<file path="src/rtl/id_ctrl_stage.sv">
// id_ctrl_stage: IF/ID pipeline register, control-transfer decode and
// load-use / branch-operand hazard detection for the fetch stage.
//
// state | meaning
// RUN   | normal decode, IF/ID loads every cycle
// STALL | hazard held IF/ID last cycle, EX received a bubble
// FLUSH | a taken redirect squashed the wrong-path fetch
module id_ctrl_stage #(
    parameter int ADDR_WIDTH = 5,
    parameter int CNT_W      = 16
) (
    input  logic             clk,
    input  logic             CLR,
    input  logic [31:0]      IR,
    input  logic [31:0]      PC_in,
    input  logic [31:0]      rs_data,
    input  logic [31:0]      rt_data,
    input  logic             ex_mem_read,
    input  logic             ex_reg_write,
    input  logic [4:0]       ex_rd,
    input  logic             mem_mem_read,
    input  logic [4:0]       mem_rd,
    output logic             PC_EN,
    output logic             J,
    output logic             JAL,
    output logic             JR,
    output logic             Branch,
    output logic [31:0]      Jaddr,
    output logic [31:0]      PC_branch,
    output logic [31:0]      id_ir,
    output logic [31:0]      id_pc,
    output logic             id_valid,
    output logic             ex_bubble,
    output logic [CNT_W-1:0] bubble_cnt
);

    localparam logic [5:0] OP_RTYPE = 6'h00;
    localparam logic [5:0] OP_J     = 6'h02;
    localparam logic [5:0] OP_JAL   = 6'h03;
    localparam logic [5:0] OP_BEQ   = 6'h04;
    localparam logic [5:0] OP_BNE   = 6'h05;
    localparam logic [5:0] OP_LUI   = 6'h0F;
    localparam logic [5:0] OP_SW    = 6'h2B;
    localparam logic [5:0] FN_JR    = 6'h08;

    typedef enum logic [1:0] {RUN, STALL, FLUSH} state_t;

    state_t state, state_next;

    logic [5:0] opcode;
    logic [5:0] funct;
    logic [4:0] rs_addr;
    logic [4:0] rt_addr;
    logic       is_j, is_jal, is_jr, is_beq, is_bne, ctl_op;
    logic       rs_used, rt_used;
    logic       ex_hit, mem_hit;
    logic       hazard;
    logic       taken;
    logic [ADDR_WIDTH-1:0] br_lo;

    assign opcode  = id_ir[31:26];
    assign funct   = id_ir[5:0];
    assign rs_addr = id_ir[25:21];
    assign rt_addr = id_ir[20:16];

    // Instruction class and source-register usage of the IF/ID instruction.
    always_comb begin
        is_j    = id_valid && (opcode == OP_J);
        is_jal  = id_valid && (opcode == OP_JAL);
        is_jr   = id_valid && (opcode == OP_RTYPE) && (funct == FN_JR);
        is_beq  = id_valid && (opcode == OP_BEQ);
        is_bne  = id_valid && (opcode == OP_BNE);
        ctl_op  = is_beq || is_bne || is_jr;
        rs_used = id_valid && (opcode != OP_J) && (opcode != OP_JAL) && (opcode != OP_LUI);
        rt_used = id_valid && ((opcode == OP_RTYPE) || (opcode == OP_BEQ) ||
                               (opcode == OP_BNE) || (opcode == OP_SW));
    end

    // Register 0 is hard-wired, so it never participates in a dependency.
    always_comb begin
        ex_hit  = (rs_used && (rs_addr != 5'd0) && (rs_addr == ex_rd)) ||
                  (rt_used && (rt_addr != 5'd0) && (rt_addr == ex_rd));
        mem_hit = (rs_used && (rs_addr != 5'd0) && (rs_addr == mem_rd)) ||
                  (rt_used && (rt_addr != 5'd0) && (rt_addr == mem_rd));
        hazard  = (ex_mem_read && ex_hit) ||
                  (ctl_op && ex_reg_write && ex_hit) ||
                  (ctl_op && mem_mem_read && mem_hit);
    end

    // Redirect flags and targets; all redirects are suppressed while stalled.
    always_comb begin
        J         = 1'b0;
        JAL       = 1'b0;
        JR        = 1'b0;
        Branch    = 1'b0;
        Jaddr     = 32'd0;
        PC_EN     = ~hazard;
        ex_bubble = hazard;
        br_lo     = id_pc[ADDR_WIDTH-1:0] + id_ir[ADDR_WIDTH-1:0] + ADDR_WIDTH'(1);
        PC_branch = {{(32-ADDR_WIDTH){1'b0}}, br_lo};
        if (!hazard) begin
            J      = is_j;
            JAL    = is_jal;
            JR     = is_jr;
            Branch = (is_beq && (rs_data == rt_data)) || (is_bne && (rs_data != rt_data));
            if (is_j || is_jal)
                Jaddr = {{(32-ADDR_WIDTH){1'b0}}, id_ir[ADDR_WIDTH-1:0]};
            else if (is_jr)
                Jaddr = {{(32-ADDR_WIDTH){1'b0}}, rs_data[ADDR_WIDTH-1:0]};
        end
        taken = J || JAL || JR || Branch;
    end

    // Next-state: stalls take priority since a stalled cycle cannot redirect.
    always_comb begin
        state_next = state;
        case (state)
            RUN, STALL: begin
                if (hazard)     state_next = STALL;
                else if (taken) state_next = FLUSH;
                else            state_next = RUN;
            end
            FLUSH:   state_next = RUN;
            default: state_next = RUN;
        endcase
    end

    // State register.
    always_ff @(posedge clk) begin
        if (CLR) state <= RUN;
        else     state <= state_next;
    end

    // IF/ID register: hold on hazard, squash on redirect, else load fetch.
    always_ff @(posedge clk) begin
        if (CLR) begin
            id_ir    <= 32'd0;
            id_pc    <= 32'd0;
            id_valid <= 1'b0;
        end else if (!hazard) begin
            id_pc <= PC_in;
            if (taken) begin
                id_ir    <= 32'd0;
                id_valid <= 1'b0;
            end else begin
                id_ir    <= IR;
                id_valid <= 1'b1;
            end
        end
    end

    // Saturating count of bubbles handed to EX.
    always_ff @(posedge clk) begin
        if (CLR)
            bubble_cnt <= '0;
        else if (ex_bubble && (bubble_cnt != {CNT_W{1'b1}}))
            bubble_cnt <= bubble_cnt + CNT_W'(1);
    end

endmodule

</file>
<file path="config.mk">
export PLATFORM = sky130hd
export DESIGN_NAME = id_ctrl_stage
export DESIGN_NICKNAME = d
export VERILOG_FILES = /design/src/rtl/id_ctrl_stage.sv
export SDC_FILE = /design/constraint.sdc
export NUM_CORES = 1
export LEC_CHECK = 0
export ABC_AREA = 1
export CORE_ASPECT_RATIO = 0.5
export CORE_MARGIN = 2
export CORE_UTILIZATION = 35
export CTS_CLUSTER_SIZE = 10
export DETAILED_ROUTE_END_ITERATION = 8
export MAX_ROUTING_LAYER = met4
export PLACE_DENSITY = 0.75
export RECOVER_POWER = 50
export SYNTH_ARGS = -nofsm -noshare
export SYNTH_HDL_FRONTEND = slang
export SYNTH_SLANG_ARGS = --single-unit
</file>
<file path="constraint.sdc">
create_clock -name clk -period 4.4 [get_ports clk]
set_input_delay 0.88 -clock clk [delete_from_list [all_inputs] [get_ports clk]]
set_output_delay 0.88 -clock clk [all_outputs]
set_load 0.1 [all_outputs]
</file>
**Word level (Yosys, flattened, before mapping)**

Cells that the tools add are included.

- Flip-flop bits (word level): 81
- Word-level logic and storage cells: 74

- Add/sub/neg operators: 3
- Eq/ne operators: 16
- Muxes and demuxes: 9
- Bitwise gates (word level): 1
- Reduce and logical (&&, ||, !) cells: 41

Operator list:

| operator | number |
|---|---|
| equality test 32 bit | 1 |
| 2-to-1 mux 32 bit | 1 |
| != test 32 bit | 1 |
| logical AND 1 bit | 24 |
| equality test 5 bit | 4 |
| adder 16 x 1 -> 16 bit (second input constant) | 1 |
| != test 16 bit (second input constant) | 1 |
| 2-to-1 mux 5 bit | 3 |
| logical OR 1 bit | 14 |
| equality test 6 x 2 -> 1 bit (second input constant) | 2 |
| equality test 6 x 3 -> 1 bit (second input constant) | 2 |
| != test 6 x 2 -> 1 bit (second input constant) | 2 |
| nonzero test 5 bit | 2 |
| equality test 6 x 4 -> 1 bit (second input constant) | 1 |
| equality test 6 bit (second input constant) | 1 |
| logical NOT 6 bit | 1 |
| != test 6 x 4 -> 1 bit (second input constant) | 1 |
| adder 5 x 1 -> 5 bit (second input constant) | 1 |
| adder 5 bit | 1 |
| 2-to-1 mux 1 bit | 5 |
| inverter 1 bit | 1 |

**Longest topological paths before layout**

- Depth after elaboration: 16
- Mapped depth: 14
- Gate-level depth less buffers: 14

**Worst setup path after synthesis**

OpenSTA, ideal clock, no wires.

- Path type: flip-flop to output port
- From: register id_ir[26]
- To: output port Jaddr[4]
- Arrival: 5.523 ns
- Slack: -2.003 ns
- Cell stages (with the launch flop): 7
- Cell sequence: dfxtp_1 nand2_1 nor3_1 nor2_1 inv_1 nand2_1 a21oi_1

- Cells in the longest elaborated chain, start to end: 12
- Elaborated cells on any way between the ends: 43
- Those cells by class: eq/ne (8); mux (3); reduce/logical (32)

Ends and longest elaborated chain:

| item | line | text |
|---|---|---|
| start, declared | 30 | `output logic [31:0] id_ir,` |
| start signal, assigned | 137 | `id_ir <= 32'd0;` |
| start signal, assigned | 143 | `id_ir <= 32'd0;` |
| start signal, assigned | 146 | `id_ir <= IR;` |
| equality test 6 x 3 -> 1 bit / logical NOT 6 bit (equally long branches) | 71, 75, 70 |  |
| logical OR 1 bit (2 in a row) | 75 | `rt_used = id_valid && ((opcode == OP_RTYPE) \|\| (opcode == OP_BEQ) \|\|` |
| logical OR 1 bit | 76 | `(opcode == OP_BNE) \|\| (opcode == OP_SW));` |
| logical AND 1 bit | 75 |  |
| logical AND 1 bit | 82, 84 |  |
| logical AND 1 bit | 82 | `(rt_used && (rt_addr != 5'd0) && (rt_addr == ex_rd));` |
| logical OR 1 bit | 81 | `ex_hit = (rs_used && (rs_addr != 5'd0) && (rs_addr == ex_rd)) \|\|` |
| logical AND 1 bit (on tied branches) | 85, 86 |  |
| logical OR 1 bit | 85 | `hazard = (ex_mem_read && ex_hit) \|\|` |
| logical OR 1 bit | 86 | `(ctl_op && ex_reg_write && ex_hit) \|\|` |
| 2-to-1 mux 5 bit (*) | 101 | `if (!hazard) begin` |
| end, declared | 28 | `output logic [31:0] Jaddr,` |

Mark *: on every way between the ends. The rest lies on a longest branch, timed or not.

**Worst setup path in the final report**

- From: input port mem_rd[3]
- To: register bubble_cnt[5]

- Cells in the longest elaborated chain, start to end: 6
- Elaborated cells on any way between the ends: 8
- Those cells by class: eq/ne (2); reduce/logical (6)

Ends and longest elaborated chain:

| item | line | text |
|---|---|---|
| start, declared | 22 | `input logic [4:0] mem_rd,` |
| equality test 5 bit (on tied branches) | 83, 84 |  |
| logical AND 1 bit (on tied branches) | 83, 84 |  |
| logical OR 1 bit (*) | 83 | `mem_hit = (rs_used && (rs_addr != 5'd0) && (rs_addr == mem_rd)) \|\|` |
| logical AND 1 bit (*) | 87 | `(ctl_op && mem_mem_read && mem_hit);` |
| logical OR 1 bit (*) | 86 |  |
| logical AND 1 bit (*) | 156 | `else if (ex_bubble && (bubble_cnt != {CNT_W{1'b1}}))` |
| end signal, assigned | 157 | `bubble_cnt <= bubble_cnt + CNT_W'(1);` |
| end, declared | 34 | `output logic [CNT_W-1:0] bubble_cnt` |

Marked as above.
A chain may end at the register's enable or synchronous reset.

==> impl_metrics.ini <==
[setup_path]
path_delay_family = simple AND/OR/NAND/NOR gates
crit_required_ns = 4.63
critPathKind = in2reg
cp_common_cell = nand2_1
cp.arrival_ns = 3.92
path_buf_inv = 3
end_kind = flop
critPathMaxStageDelay_ns = 0.59
worst_setup_path_start_kind = primary input
crit_chain = dlygate4sd3_1 -> xnor2_1 -> nand3_1 -> nor2_1 -> nand2_1 -> nand2_1 -> nand2_2 -> nand2_4 -> clkbuf_1 -> nand2_1 -> inv_2 -> nand3_1 -> nand2_1 -> nor2_1
path_max_fanout = 25
cp_slowest_cell = dlygate4sd3_1

[power]
irDropWorstVdd_mv = 0.247
p_switching_w = 0.00105
pwr-share-clk_pct = 30.4
p_sw_share_pct = 41.8
intPower_w = 0.00146
seq_power_share_pct = 32.1
power_density_mw_per_mm2 = 323
power_frac_comb_pct = 37.4
p_leak_nw = 3.53

[clocking]
cts.repair.resized = 0
post_cts_buffers = 0
h-tree-depth = 3
clock_path_buffers = 2
clkTransAtPathRegs_ns = 0.06
clock_latency_ns = 0.33
cts_tree = built
root_buffer = clkbuf_16
cts_buffers = 9
cts.sinks = 81
hold_buffers = 0

[sta]
finalCritPeriodShare_pct = 84.0
max_freq_ghz = 0.270
hold_viol_final = 0
relSlewSlack_pct = 13.8
rsz0062_at_grt = no
fin_skew_ns = 0.00547
worst_slew_pin_slew_ns = 1.29
finalCriticalPeriod_ns = 3.70
setup-violations-final = 0
slew_viol_final = 0
fin_setup_tns_ns = 0

[yosys]
synth_xor_area_share_pct = 7.71
synth_area_mm2 = 0.00511
synth_top_family_by_area = simple AND/OR/NAND/NOR gates
yosys.area_share.simple_pct = 30.8
synth_top_area_share_pct = 31.7
synthTopCellsByArea = dfxtp_1, nand2_1, buf_4
synth-main-ff-cell = dfxtp_1
ys_warn_count = 0
synthCells = 758
synth_edf_count = 0
ys_async_sr_fraction_pct = 0
synth_compound_area_share_pct = 9.96
synth_top_area_cell = dfxtp_1
synth.avg_cell_area_um2 = 6.75
synth_fa_ha_area_share_pct = 1.61
synth.most_common_cell = nand2_1
ys_seq_elements = 81
ys_seq_area_share_pct = 31.7
ys_types = 32
synth_common_cells = nand2_1, nor2_1, dfxtp_1
synthMuxAreaShare_pct = 0

[floorplanning]
pin_count = 294
die_w_um = 175
die_h_um = 89.5
dieArea_mm2 = 0.0157
num_rows = 31
coreArea_mm2 = 0.0144
start_util_pct = 35.5

[global_routing]
grt_max_degree = 65
grt_usage_pct = 19.1
grt_pass1_wl_mm = 23.2
overflow = 0
grt_pass1_vias = 4910
antenna_found_initial = 0

[placed_design]
gp_congestion = 0.842
io_buffers = 239
dp_hpwl_mm = 11.8

[detailed_routing]
wl_mm = 15.2
first_pass_iters = 4
drt-wirelength-per-cell_um = 12.9
vias = 5335
first_iter_violations = 219
ant_nets = 0
drc = 0
routed_via_density = 4.51

[finish]
n_fill_cell = 1354
fin_nets = 1130
fin_util_pct = 54.0
multi_input_area_mm2 = 0.00281
antennaDiodeCount = 0
areaGrowthSynthToFinish_pct = 51.9
final-seq-area_mm2 = 0.00162
drive_above_1_share_pct = 6.19

[job]
drv_cap = 0

[min_path]
hold_class = reg2reg

[status]
status = complete, no violations
-- worst reg2reg max path: cells and delay by family (launching register included) --
family	cells	cell delay, ns
compound gates	1	0.19
simple gates	10	1.68
flops	1	0.36
buf+inv	2	0.84
-- metrics by stage --
stage / power, W / std cells / instance area (µm²) / setup slack [ns] / hold slack, ns
after floorplan: 0.00155 / 811 / 5360 / 0.0384 / 0.904
after global placement: 0.00177 / 1168 / 7480 / 0.942 / 0.452
after detailed placement: 0.00178 / 1168 / 7480 / 0.878 / 0.457
after CTS: 0.00255 / 1184 / 7790 / 0.869 / 0.469
after global routing: 0.00261 / 1184 / 7770 / 0.393 / 0.492
final: 0.00251 / 1184 / 7770 / 0.702 / 0.461
-- area by class of cell --
class                      count  share of cell area [%]
multi-input combinational    568                    36.1
clock buffer                   9                    2.90
timing repair buffer         244                    32.2
clock inverter                 7                    1.03
sequential                    81                    20.9
inverter                      77                    3.72
tap                          198                    3.19
-- state kept, by name, summed over array words and instances, names as in the netlist --
register    flops
id_ir          32
id_valid        1
bubble_cnt     16
id_pc          32
-- power by group through the flow --
stage | registers, W | clock network (W) | logic [W]
2_1_floorplan | 0.00109 | 0 | 0.000468
3_3_place_gp | 0.000825 | 0 | 0.000946
3_5_place_dp | 0.000825 | 0 | 0.000955
4_1_cts | 0.000809 | 0.000785 | 0.000957
5_1_grt | 0.000813 | 0.000814 | 0.000979
6_report | 0.000807 | 0.000764 | 0.000939
-- cell families (layout without fill, tap and decap cells) --
logic type,count (synthesis),after routing
other,1,54
buffers and inverters,162,337
AO/OA/AOI/OAI,94,94
XOR/XNOR,45,45
adder cells (fa/ha/maj),6,6
AND/OR/NAND/NOR,369,369
flip-flops,81,81
-- layout by cell type (no fill, tap or decap), types with 5 or more instances in the layout --
cell,n
conb_1,54
dfxtp_1,81
nor2_1,105
xnor2_1,35
o21ai_0,32
nand4_1,35
dlygate4sd3_1,82
buf_12,9
a21oi_2,9
nand2_1,180
nor2_2,6
nand3_1,29
a21oi_1,40
ha_1,5
inv_1,73
o21ai_1,8
clkbuf_16,9
clkdlybuf4s50_1,145
xor2_1,10
-- worst paths after layout --
path	to	start	slack [ns]	depth (start not counted)
max	bubble_cnt[5]	mem_rd[3]	0.70	14
min	id_ir[8]	id_ir[8]	0.46	2
max reg2reg	bubble_cnt[5]	id_ir[28]	1.23	13
min reg2reg	id_ir[8]	id_ir[8]	0.46	2
-- per-layer routing --
| layer | track usage (%) | up-vias | routed length, µm | part of all wire, % |
|---|---|---|---|---|
| met2 | 35.5 | 159 | 7890 | 52 |
| met5 | - | - | 0 | 0 |
| li1 | - | 2736 | - | - |
| met4 | 8.18 | 0 | 454 | 3.0 |
| met3 | 3.74 | 33 | 646 | 4.2 |
| met1 | 20.4 | 2407 | 6250 | 41 |
(Power assumes the default switching activity.)
